$ cat src/rtl/rotfpga_scan_loader.sv
// Scan-chain initiator: serialises config bytes onto the grid chain and
// returns the chain's previous contents as readback bytes, bit 0 first.
module rotfpga_scan_loader #(
    parameter int CHAIN_LEN = 256,
    parameter int CNT_W     = $clog2(CHAIN_LEN + 1)
) (
    input  logic       clk,
    input  logic       rst_n,
    input  logic       start,
    input  logic [7:0] cfg_data,
    input  logic       cfg_valid,
    output logic       cfg_ready,
    output logic [7:0] rb_data,
    output logic       rb_valid,
    input  logic       rb_ready,
    output logic       scan_en,
    output logic       scan_in,
    input  logic       scan_out,
    output logic       busy,
    output logic       done
);

    // Handshakes: a transfer happens on a clk edge where valid and ready are
    // both high; ready/valid here decode from state only, never from inputs.

    typedef enum logic [2:0] {
        IDLE  = 3'd0,
        LOAD  = 3'd1,
        SHIFT = 3'd2,
        OUT   = 3'd3,
        FIN   = 3'd4
    } state_t;

    state_t           state;
    state_t           state_d;
    logic [CNT_W-1:0] bitcnt;
    logic [7:0]       tx_sr;
    logic [7:0]       rb_sr;
    logic [3:0]       nb;
    logic [3:0]       sidx;
    logic [31:0]      remain;
    logic [3:0]       nb_d;
    logic             last_bit;
    logic             load_done;

    // Bits still to shift in this load; the last byte may be partial.
    assign remain    = 32'(CHAIN_LEN) - 32'(bitcnt);
    assign nb_d      = (remain >= 32'd8) ? 4'd8 : remain[3:0];
    assign last_bit  = (sidx == nb - 4'd1);
    assign load_done = (bitcnt == CNT_W'(CHAIN_LEN));

    always_ff @(posedge clk) begin
        if (!rst_n) begin
            state <= IDLE;
        end else begin
            state <= state_d;
        end
    end

    always_comb begin
        state_d   = state;
        scan_en   = 1'b0;
        scan_in   = 1'b0;
        cfg_ready = 1'b0;
        rb_valid  = 1'b0;
        rb_data   = 8'h00;
        busy      = 1'b1;
        done      = 1'b0;
        case (state)
            IDLE: begin
                busy = 1'b0;
                if (start) state_d = LOAD;
            end
            LOAD: begin
                cfg_ready = 1'b1;
                if (cfg_valid) state_d = SHIFT;
            end
            SHIFT: begin
                scan_en = 1'b1;
                scan_in = tx_sr[0];
                if (last_bit) state_d = OUT;
            end
            OUT: begin
                rb_valid = 1'b1;
                rb_data  = rb_sr;
                if (rb_ready) state_d = load_done ? FIN : LOAD;
            end
            FIN: begin
                done    = 1'b1;
                state_d = IDLE;
            end
            default: state_d = IDLE;
        endcase
    end

    always_ff @(posedge clk) begin
        if (!rst_n) begin
            bitcnt <= '0;
            tx_sr  <= 8'h00;
            rb_sr  <= 8'h00;
            nb     <= 4'd0;
            sidx   <= 4'd0;
        end else begin
            case (state)
                IDLE: begin
                    if (start) bitcnt <= '0;
                end
                LOAD: begin
                    if (cfg_valid) begin
                        tx_sr <= cfg_data;
                        rb_sr <= 8'h00;
                        nb    <= nb_d;
                        sidx  <= 4'd0;
                    end
                end
                SHIFT: begin
                    // scan_out still holds the pre-shift last flop on this edge.
                    tx_sr            <= {1'b0, tx_sr[7:1]};
                    rb_sr[sidx[2:0]] <= scan_out;
                    bitcnt           <= bitcnt + CNT_W'(1);
                    sidx             <= sidx + 4'd1;
                end
                default: ;
            endcase
        end
    end

endmodule

$ cat config.mk
export PLATFORM = sky130hd
export DESIGN_NAME = rotfpga_scan_loader
export DESIGN_NICKNAME = d
export VERILOG_FILES = /design/src/rtl/rotfpga_scan_loader.sv
export SDC_FILE = /design/constraint.sdc
export NUM_CORES = 1
export LEC_CHECK = 0
export ABC_AREA = 1
export CORE_ASPECT_RATIO = 0.8
export CORE_MARGIN = 2
export CORE_UTILIZATION = 55
export DETAILED_ROUTE_END_ITERATION = 6
export DONT_BUFFER_PORTS = 1
export PLACE_DENSITY = 0.8
export SLEW_MARGIN = 30
export SYNTH_ARGS = -nofsm -noshare
export SYNTH_HDL_FRONTEND = slang
export SYNTH_SLANG_ARGS = --single-unit
$ cat constraint.sdc
create_clock -name clk -period 2 [get_ports clk]
set_input_delay 0 -clock clk [delete_from_list [all_inputs] [get_ports clk]]
set_output_delay 0 -clock clk [all_outputs]
set_load 0.05 [all_outputs]
==> key figures, run 1 <==
Layout
  – Layout cells sized above 1: 18.1%
  – FILL cells: 301
  – Post-layout net count: 345
  – Layout area overhead: 19.0%
  – ANT cells: 0
  – Core Util, Final: 70.2%

Synth
  – Most frequent cell after synthesis: nand2_1
  – Area contributors post-synth: dfxtp_1, nand2_1, inv_1
  – Syn Area/Cell: 6.92 µm²
  – Post-synthesis sequential area ratio: 34.7%
  – FF+latch count, synth: 36
  – Main synth FF type: dfxtp_1
  – Post-synthesis cell count: 300
  – Yosys warning total: 0
  – Top cells by count, synth: nand2_1, dfxtp_1, inv_1, nor2_1, a21oi_1
  – EDFF count, synth: 0
  – Area leader, netlist: dfxtp_1
  – Cell variety after synth: 36
  – Mapped Area: 2080 µm²
  – Async set-reset flop share out of synthesis: 0%
  – Share of the synthesized area in the top cell type: 34.7%
  – Synthesized net count: 320

Timing
  – Relative slew slack: 70.0%
  – Final min period: 1.80 ns
  – Max-slew violations: 0
  – Clock Skew: 0.00525 ns
  – Peak Freq: 0.557 GHz
  – Post-route setup TNS: 0 ns
  – Final setup viols: 0
  – RSZ-0062 raised after global routing: no
  – Hold Vio Cnt, Final: 0
  – Least-Margin Pin Slew: 0.447 ns
  – Final period util: 89.8%

CTS
  – CTS Sinks: 36
  – Worst skew pair latency: 0.29 ns
  – Post-CTS setup buffers: 0
  – Reg clk slew, reported paths: 0.07 ns
  – Clock Tree Buf Depth: 2
  – Root Buffer: clkbuf_8
  – CTS tree: done
  – Htree depth: 2
  – CTS buffer count: 5

Global route
  – Largest net degree at the start of global routing: 27
  – Grt met2 use: 42.3%
  – Vias in the first global route: 1,849
  – First-pass GRT wire length: 8.00 mm
  – Met1 GRT Util: 30.1%
  – Initial antenna violation count: 0
  – Total GRT Usage: 24.2%
  – Gr busiest metal: met2
  – Grt total ovfl: 0
  – Met3 Track Usage GR: 5.31%

Die
  – Die Height: 59.0 µm
  – Io pins: 28
  – Num rows: 19
  – Core area: 3520 µm²
  – Die Wd: 72.7 µm
  – Starting Density: 59.0%
  – Die Area: 4290 µm²

Worst setup path
  – Worst path max stage delay: 0.35 ns
  – Crit Path Category: register to register
  – Worst path cell trace: inv_2 > ha_2 > inv_1 > nor2_2 > nand3_1 > nor3_2 > ha_1 > nor2_4 > nand3_1 > o211ai_1 > inv_1
  – Critical Path Start Type: register
  – Crit path capture type: register
  – CP max-delay cell: dfxtp_2
  – Crit path required time: 2.19 ns
  – Worst Path Arrival: 1.98 ns
  – Critical path fanouts, max: 5

Route
  – Final wirelength: 4.79 mm
  – Total number of vias: 2,062
  – Routed Antenna Nets: 0
  – Number of remaining DRC errors: 0
  – DRT Pass-1 Iters: 4
  – DR iter-0 viols: 142
  – Routed WL per cell: 13.0 µm
  – Via density: 5.60

Power and ir drop
  – Pleak: 0.944 nW
  – Worst-case vdd ir drop: 0.610 mV
  – PD cells: 1160 nW/µm²
  – Final Power: 2.86 mW

Placed design
  – GPL Wtd Cong: 0.902
  – HPWL after DPL: 3.18 mm
  – Port Buffer Count: 0

Run
  – Max Cap Violations: 0

Run status
  – Status: completed

Min path
  – Hold Crit Class: input port to register
[through the flow]
| stage | cell area, µm² | hold WS, ns | setup WS (ns) | cells |
|---|---|---|---|---|
| finish | 2470 | 0.0157 | 0.203 | 368 |
| global route | 2470 | 0.0405 | 0.0177 | 368 |
| CTS | 2460 | 0.0168 | 0.0643 | 368 |
| floorplan | 2080 | 0.135 | 0.157 | 300 |
| detailed placement | 2190 | 0.149 | 0.0939 | 349 |
| global placement | 2190 | 0.138 | 0.198 | 349 |
[layer usage]
metal	vias to the layer above	wire length, µm	part of all wire (%)
met2	79	2290	48
met1	946	2080	43
li1	1031	-	-
met3	6	373	7.8
met5	-	0	0
met4	0	44	0.92
[final timing paths]
path	slack (ns)	startpoint	depth (start not counted)	endpoint
setup / recovery	0.20	bitcnt[0]$_SDFFE_PN0P_	11	nb[3]$_SDFFE_PN0P_
hold / removal	0.02	cfg_valid	3	nb[1]$_SDFFE_PN0P_
setup reg to reg	0.20	bitcnt[0]$_SDFFE_PN0P_	11	nb[3]$_SDFFE_PN0P_
hold reg to reg	0.47	nb[1]$_SDFFE_PN0P_	2	nb[1]$_SDFFE_PN0P_
[state kept, by name, summed over array words and instances (netlist names)]
signal and count:
bitcnt 9, sidx 4, rb_sr 8, nb 4
state 3, tx_sr 8
[layout by cell type, fill, tap and decap left out, types with 2 or more instances in the layout]
master and instances:
dfxtp_1 34, o21ai_1 2, nor4_2 2, nor3_2 2, a211oi_1 5, nand2_1 70
nand2_2 2, a21oi_1 23, inv_2 8, a31oi_1 5, nand4_1 7, nor2_4 4
buf_4 16, nor2_2 4, o211ai_1 2, nor3_1 7, a22oi_1 3, ha_1 5
nand3_1 19, bufinv_16 3, o21ai_0 8, clkbuf_8 5, dlygate4sd3_1 11, dfxtp_2 2
clkinv_2 2, inv_1 34, nor2_1 30
[repair_timing]
item                                   in CTS  in global routing
setup endpoints to repair                   0                  5
resized for setup                           0                  6
endpoints found under the hold margin      20                  0
hold buffers                               11                  0
[cell families (layout without fill, tap and decap cells)]
group | after synthesis | after routing | share of synthesized area, %
AND/OR/NAND/NOR | 152 | 152 | 35.2
buffers and inverters | 55 | 81 | 11.7
AO/OA/AOI/OAI | 51 | 51 | 14.8
flip-flops | 36 | 36 | 34.7
adder cells (fa/ha/maj) | 6 | 6 | 3.61
[where the power goes]
part           switching, mW  internal, mW
combinational          0.754         0.316
clock                  0.280         0.624
sequential            0.0919         0.799
[cell type report]
type | instances | area [µm²] | share of cell area, %
multi-input combinational | 209 | 1120 | 45.5
sequential | 36 | 723 | 29.3
timing repair buffer | 27 | 230 | 9.32
inverter | 46 | 183 | 7.39
clock inverter | 3 | 90.1 | 3.65
clock buffer | 5 | 68.8 | 2.78
tap | 42 | 52.6 | 2.13
[critical path, delay by kind of cell (launching register included)]
kind | cells | cell delay, ns
buffers and inverters | 3 | 0.20
adders and majority gates | 2 | 0.47
DFF | 1 | 0.35
and+or+nand+nor | 5 | 0.55
AOI/OAI and AO/OA | 1 | 0.11
No activity file was read; power rests on OpenSTA's default activity.
==> run 2, diff against run 1 <==
--- a/config.mk
+++ b/config.mk
@@ -5,7 +5,6 @@
 export SDC_FILE = /design/constraint.sdc
 export NUM_CORES = 1
 export LEC_CHECK = 0
-export ABC_AREA = 1
 export CORE_ASPECT_RATIO = 0.8
 export CORE_MARGIN = 2
 export CORE_UTILIZATION = 55
==> key figures, run 2 <==
Synth
  – Synthesized net count: 251 (-22%)
  – Main synth FF type: dfxtp_1
  – EDFF count, synth: 0 (unchanged)
  – Most frequent cell after synthesis: dfxtp_1
  – Yosys warning total: 0 (unchanged)
  – Cell variety after synth: 39 (+8.3%)
  – Async set-reset flop share out of synthesis: 0% (unchanged)
  – Post-synthesis sequential area ratio: 36.5% (+1.8 points)
  – Post-synthesis cell count: 231 (-23%)
  – Syn Area/Cell: 8.56 µm² (+24%)
  – Area leader, netlist: dfxtp_1
  – Area contributors post-synth: dfxtp_1, a21boi_0, nand2_1
  – Mapped Area: 1980 µm² (-4.8%)
  – FF+latch count, synth: 36 (unchanged)
  – Share of the synthesized area in the top cell type: 36.5% (+1.8 points)
  – Top cells by count, synth: dfxtp_1, nand2_1, a21boi_0, nand3_1, and2_1

Timing
  – Final setup margin: 0.139 ns (-0.0645 ns)
  – Clock Skew: 0.00557 ns (+0.000321 ns)
  – Final period util: 93.1% (+3.2 points)
  – Relative slew slack: 60.2% (-9.7 points)
  – RSZ-0062 raised after global routing: no
  – Max-slew violations: 0 (unchanged)
  – Post-route setup TNS: 0 ns (unchanged)
  – Hold Vio Cnt, Final: 0 (unchanged)
  – Peak Freq: 0.537 GHz (-3.5%)
  – Hold WS: 0.102 ns (+0.0865 ns)
  – Final min period: 1.86 ns (+0.0645 ns)
  – Least-Margin Pin Slew: 0.594 ns (+0.147 ns)
  – Final setup viols: 0 (unchanged)

Worst setup path
  – Critical path fanouts, max: 12 (+7)
  – Critical Path Start Type: register
  – Crit path required time: 2.00 ns (-0.19 ns)
  – Crit Path Category: register to output pin
  – Worst path cell trace: or3b_4 > clkinv_2 > buf_4 > and2_1 > buf_12
  – CP max-delay cell: or3b_4
  – Crit path capture type: output pin
  – Worst path max stage delay: 0.49 ns (+0.14 ns)
  – Reg2Reg Setup Slack: 0.17 ns (-0.03 ns)
  – Worst Path Arrival: 1.86 ns (-0.12 ns)
  – R2R cell count: 8 (-3)
  – RR Startpoint: bitcnt[1]$_SDFFE_PN0P_
  – R2r endpoint: nb[0]$_SDFFE_PN0P_

Route
  – Via density: 5.89 (+5.0%)
  – DR iter-0 viols: 120 (-15%)
  – DRT Pass-1 Iters: 4 (unchanged)
  – Routed WL per cell: 14.8 µm (+14%)
  – Total number of vias: 1,748 (-15%)
  – Routed Antenna Nets: 0 (unchanged)
  – Final wirelength: 4.40 mm (-8.1%)
  – Number of remaining DRC errors: 0 (unchanged)

Global route
  – Grt total ovfl: 0 (unchanged)
  – Total GRT Usage: 24.6% (+0.46 points)
  – Vias in the first global route: 1,740 (-5.9%)
  – First-pass GRT wire length: 7.87 mm (-1.7%)
  – Initial antenna violation count: 0 (unchanged)
  – Largest net degree at the start of global routing: 37 (+37%)

Die
  – Die Height: 57.6 µm (-2.3%)
  – Die Wd: 71.0 µm (-2.3%)
  – Num rows: 19 (unchanged)
  – Core area: 3450 µm² (-2.0%)
  – Io pins: 28 (unchanged)
  – Die Area: 4090 µm² (-4.5%)
  – Starting Density: 57.4% (-1.7 points)

CTS
  – CTS Sinks: 36 (unchanged)
  – Post-CTS setup buffers: 0 (unchanged)
  – Worst skew pair latency: 0.30 ns (about the same)
  – Clock Tree Buf Depth: 2 (unchanged)
  – CTS buffer count: 5 (unchanged)
  – Htree depth: 2 (unchanged)
  – Reg clk slew, reported paths: 0.07 ns (about the same)
  – CTS tree: done
  – Root Buffer: clkbuf_8

Min path
  – Hold Crit Class: input port to register
  – WHS Path Cells: 3 (unchanged)
  – Min-delay src: cfg_valid
  – Worst hold endpoint: nb[3]$_SDFFE_PN0P_

Layout
  – Commonest non-fill, non-tap cell in the layout: dfxtp_1
  – Final instance area: 2470 µm² (about the same)
  – Largest regs: bitcnt x9, rb_sr x8, tx_sr x8
  – Sequential cell area: 721 µm² (-0.35%)
  – Post-Layout Cell Count: 297 (-19%)
  – Layout area overhead: 25.1%
  – ANT cells: 0 (unchanged)
  – Layout cells sized above 1: 17.6% (-0.45 points)
  – Max reg flops: 9 (unchanged)
  – FILL cells: 254 (-16%)
  – Most frequent cells in the layout: dfxtp_1, nand2_1, a21boi_0
  – Post-layout net count: 274 (-21%)
  – Multi-input gate area: 1180 µm² (+5.0%)
  – Largest Register: bitcnt

Placed design
  – GPL Wtd Cong: 0.829 (-8.1%)
  – Inst Count DP: 279 (-20%)
  – HPWL after DPL: 2.98 mm (-6.3%)
  – Port Buffer Count: 0 (unchanged)
  – Post-DP Area: 2250 µm² (+2.7%)
  – Setup WS pre-CTS: 0.0708 ns (-0.0231 ns)

Run status
  – Status: completed

Run
  – Max Cap Violations: 0 (unchanged)

Power and ir drop
  – PD cells: 948 nW/µm² (-18%)
  – Worst-case vdd ir drop: 0.823 mV (+35%)
  – Pleak: 0.903 nW (-4.3%)
-- run 2: cell types whose count changed after synthesis, sizes merged, moves of 6 or more --
| cell | change |
|---|---|
| xnor2 | +8 |
| clkbuf | +7 |
| o21ai | -6 |
| a21boi | +21 |
| a211oi | -6 |
| nor2 | -30 |
| and2 | +15 |
| nor2b | +6 |
| a21oi | -16 |
| nand2 | -46 |
| a22oi | +7 |
| inv | -37 |
-- run 2: layer usage --
layer | part of all wire (%) | vias up | track usage, %
li1 | - | 864 | -
met1 | 46 | 834 | 32.8
met2 | 48 | 43 | 39.4
met3 | 5.2 | 7 | 4.87
met4 | 1.6 | 0 | 10.8
met5 | 0 | - | 0
-- run 2: cells by family (layout without fill, tap and decap cells) --
group | after synthesis | count (layout) | share of synthesized area [%]
mux | 4 | 4 | 2.03
compound gates | 53 | 53 | 19.2
buf+inv | 24 | 48 | 5.25
flops | 36 | 36 | 36.5
xor+xnor | 8 | 8 | 3.54
simple gates | 100 | 100 | 29.7
fa+ha+maj | 6 | 6 | 3.80
-- run 2: layout make-up --
cell class                      count  area share, %
Clock buffer                        5           2.78
Multi-Input combinational cell    171           47.7
Sequential cell                    36           29.1
Clock inverter                      3           1.72
Tap cell                           42           2.13
Inverter                            7           1.11
Timing Repair Buffer               33           15.4
-- run 2: worst max-delay path by stage --
| stage | startpoint | end | slack, ns | cells after the start |
|---|---|---|---|---|
| floorplan | state[0]$_SDFFE_PN0P_ | nb[0]$_SDFFE_PN0P_ | 0.10 | 6 |
| global placement | bitcnt[1]$_SDFFE_PN0P_ | nb[0]$_SDFFE_PN0P_ | 0.17 | 8 |
| detailed placement | bitcnt[1]$_SDFFE_PN0P_ | nb[0]$_SDFFE_PN0P_ | 0.07 | 8 |
| CTS | bitcnt[1]$_SDFFE_PN0P_ | nb[0]$_SDFFE_PN0P_ | 0.03 | 8 |
| global route | bitcnt[1]$_SDFFE_PN0P_ | nb[2]$_SDFFE_PN0P_ | 0.03 | 8 |
| finish | state[1]$_SDFFE_PN0P_ | scan_in | 0.14 | 5 |
-- run 2: critical path, delay by kind of cell, from the launching register on --
family | cells | cell delay, ns
and+or+nand+nor | 2 | 0.67
buffers and inverters | 3 | 0.55
DFF | 1 | 0.33
-- run 2: repair_timing --
| item | in CTS | in global routing |
|---|---|---|
| endpoints found under the setup margin | 0 | 4 |
| resized for setup | 0 | 3 |
| hold endpoints to repair | 36 | 0 |
| hold buffers | 10 | 0 |
-- run 2: power by group --
group / leakage, nW / internal [mW] / switching [mW]
Sequential: 0.291 / 0.787 / 0.0469
Clock: 0.0541 / 0.369 / 0.281
Combinational: 0.558 / 0.291 / 0.570
-- run 2: per-stage QoR --
| stage | util, % | power (mW) |
|---|---|---|
| floorplan | - | 1.47 |
| global placement | 65.3 | 1.63 |
| detailed placement | 65.3 | 1.66 |
| CTS | 71.4 | 2.34 |
| global route | 71.7 | 2.48 |
| finish | 71.7 | 2.34 |
==> run 3, diff against run 2 <==
--- a/config.mk
+++ b/config.mk
@@ -5,12 +5,13 @@
 export SDC_FILE = /design/constraint.sdc
 export NUM_CORES = 1
 export LEC_CHECK = 0
-export CORE_ASPECT_RATIO = 0.8
+export CELL_PAD_IN_SITES_DETAIL_PLACEMENT = 1
+export CELL_PAD_IN_SITES_GLOBAL_PLACEMENT = 1
 export CORE_MARGIN = 2
-export CORE_UTILIZATION = 55
+export CORE_UTILIZATION = 47
 export DETAILED_ROUTE_END_ITERATION = 6
 export DONT_BUFFER_PORTS = 1
-export PLACE_DENSITY = 0.8
+export PLACE_DENSITY = 0.88
 export SLEW_MARGIN = 30
 export SYNTH_ARGS = -nofsm -noshare
 export SYNTH_HDL_FRONTEND = slang
==> key figures, run 3 (synthesized netlist as in run 2, its figures left out) <==
Timing
  – Final min period: 1.95 ns (+0.0882 ns)
  – Final setup viols: 0 (unchanged)
  – Relative slew slack: 56.2% (-4.0 points)
  – Least-Margin Pin Slew: 0.654 ns (+0.0597 ns)
  – Peak Freq: 0.513 GHz (-4.5%)
  – Final period util: 97.5% (+4.4 points)
  – Max-slew violations: 0 (unchanged)
  – Post-route setup TNS: 0 ns (unchanged)
  – Hold Vio Cnt, Final: 0 (unchanged)
  – Clock Skew: 0.00738 ns (+0.00181 ns)
  – Hold WS: 0.140 ns (+0.0374 ns)

CTS
  – Root Buffer: clkbuf_8
  – CTS Sinks: 36 (unchanged)
  – CTS tree: done
  – Clock Tree Buf Depth: 2 (unchanged)
  – Worst skew pair latency: 0.31 ns (about the same)
  – CTS buffer count: 5 (unchanged)
  – Htree depth: 2 (unchanged)
  – Reg clk slew, reported paths: 0.08 ns (about the same)

Die
  – Num rows: 23 (+4)
  – Starting Density: 49.1% (-8.3 points)
  – Io pins: 28 (unchanged)
  – Die Area: 4740 µm² (+16%)
  – Die Wd: 68.9 µm (-3.1%)
  – Core area: 4030 µm² (+17%)
  – Die Height: 68.9 µm (+19%)

Layout
  – Most frequent cells in the layout: dfxtp_1, nand2_1, a21boi_0
  – Layout cells sized above 1: 19.1% (+1.4 points)
  – FILL cells: 458 (+80%)
  – Largest Register: bitcnt
  – Layout area overhead: 27.1%
  – Commonest non-fill, non-tap cell in the layout: dfxtp_1
  – Sequential cell area: 723 µm² (+0.35%)
  – Core Util, Final: 62.4% (-9.4 points)
  – Largest regs: bitcnt x9, rb_sr x8, tx_sr x8
  – ANT cells: 0 (unchanged)
  – Multi-input gate area: 1190 µm² (+1.2%)
  – Post-layout net count: 276 (+0.73%)
  – Max reg flops: 9 (unchanged)

Power and ir drop
  – Sw Pwr: 0.967 mW (+7.8%)
  – Clock share of power: 27.8% (about the same)
  – Worst-case vdd ir drop: 0.537 mV (-35%)
  – Internal Power: 1.45 mW (+0.43%)
  – PD cells: 963 nW/µm² (+1.6%)
  – Flop pwr share: 35.1% (-0.5 points)
  – Gate power share: 37.1% (+0.4 points)
  – Pleak: 0.921 nW (+2.0%)
  – Switching share of power: 40.0% (+1.7 points)

Worst setup path
  – Critical Path Start Type: register
  – Crit path capture type: register
  – Crit Path Category: register to register
  – Crit path required time: 2.25 ns (+0.25 ns)
  – Worst Path Arrival: 2.20 ns (+0.34 ns)
  – Critical path fanouts, max: 6 (-6)

Placed design
  – GPL Wtd Cong: 0.759 (-8.4%)
  – HPWL after DPL: 3.66 mm (+23%)
  – Port Buffer Count: 0 (unchanged)

Min path
  – Hold Crit Class: input port to register

Run
  – Max Cap Violations: 0 (unchanged)

Route
  – DRT Pass-1 Iters: 5 (+1)
  – DR iter-0 viols: 117 (-2.5%)
  – Number of remaining DRC errors: 0 (unchanged)
  – Routed WL per cell: 20.5 µm (+38%)
  – Routed Antenna Nets: 0 (unchanged)
  – Total number of vias: 1,827 (+4.5%)
  – Via density: 5.95 (+1.1%)
  – Final wirelength: 6.29 mm (+43%)

Global route
  – Met3 Track Usage GR: 7.31% (+2.4 points)
  – Gr busiest metal: met2
  – Total GRT Usage: 28.7% (+4.0 points)
  – Grt total ovfl: 0 (unchanged)
  – Largest net degree at the start of global routing: 37 (unchanged)
  – Met1 GRT Util: 34.3% (+1.5 points)
  – Vias in the first global route: 1,899 (+9.1%)
  – First-pass GRT wire length: 9.68 mm (+23%)
  – Initial antenna violation count: 0 (unchanged)
  – Grt met2 use: 49.4% (+10 points)

Run status
  – Status: completed
-- run 3: what timing repair did --
action | in CTS | in global routing
hold endpoints to repair | 36 | 0
buffers inserted | 0 | 1
hold buffers | 11 | 0
gates resized for setup | 3 | 5
setup endpoints to repair | 3 | 5
pin swaps | 1 | 2
-- run 3: area by class of cell --
cell class                 instances  share of cell area [%]
multi-input combinational        171                    47.5
inverter                           7                    1.10
sequential                        36                    28.8
tap                               50                    2.49
timing repair buffer              35                    15.8
clock inverter                     2                    1.39
clock buffer                       6                    2.89
-- run 3: metal layers --
layer  part of all wire, %  wire, µm
met1                    43      2700
met2                    52      3280
met3                   3.1       196
met4                   1.8       112
met5                     0         0
-- run 3: worst paths after layout --
check        slack [ns]                    from               endpoint  cells past startpoint
max                0.05  bitcnt[1]$_SDFFE_PN0P_     nb[1]$_SDFFE_PN0P_                      8
max reg2reg        0.05  bitcnt[1]$_SDFFE_PN0P_     nb[1]$_SDFFE_PN0P_                      8
min reg2reg        0.48   rb_sr[3]$_SDFFE_PN0P_  rb_sr[3]$_SDFFE_PN0P_                      2
min                0.14               cfg_valid  state[0]$_SDFFE_PN0P_                      4
-- run 3: critical path, cell delays in order, from the launching register on --
cell	delay (ns)
dfxtp_1	0.38
inv_2	0.13
ha_2	0.23
nand2_1	0.08
nor3_2	0.15
ha_1	0.29
nor4_4	0.37
a22oi_1	0.13
nor2b_1	0.13
-- run 3: power by group through the flow --
stage,sequential [mW],clock (mW),combinational (mW)
after floorplan,0.835,0,0.631
after global placement,0.853,0,0.789
after detailed placement,0.859,0,0.820
after CTS,0.845,0.666,0.872
after global routing,0.858,0.702,0.968
final,0.849,0.673,0.897
-- run 3: per-stage QoR --
| step | area [µm²] | instances | worst slack (ns) | power (mW) |
|---|---|---|---|---|
| global route | 2510 | 307 | -0.0619 | 2.53 |
| detailed placement | 2260 | 287 | -0.0155 | 1.68 |
| CTS | 2490 | 306 | 0.00523 | 2.38 |
| floorplan | 1980 | 231 | 0.102 | 1.47 |
| finish | 2510 | 307 | 0.0507 | 2.42 |
| global placement | 2260 | 287 | 0.174 | 1.64 |
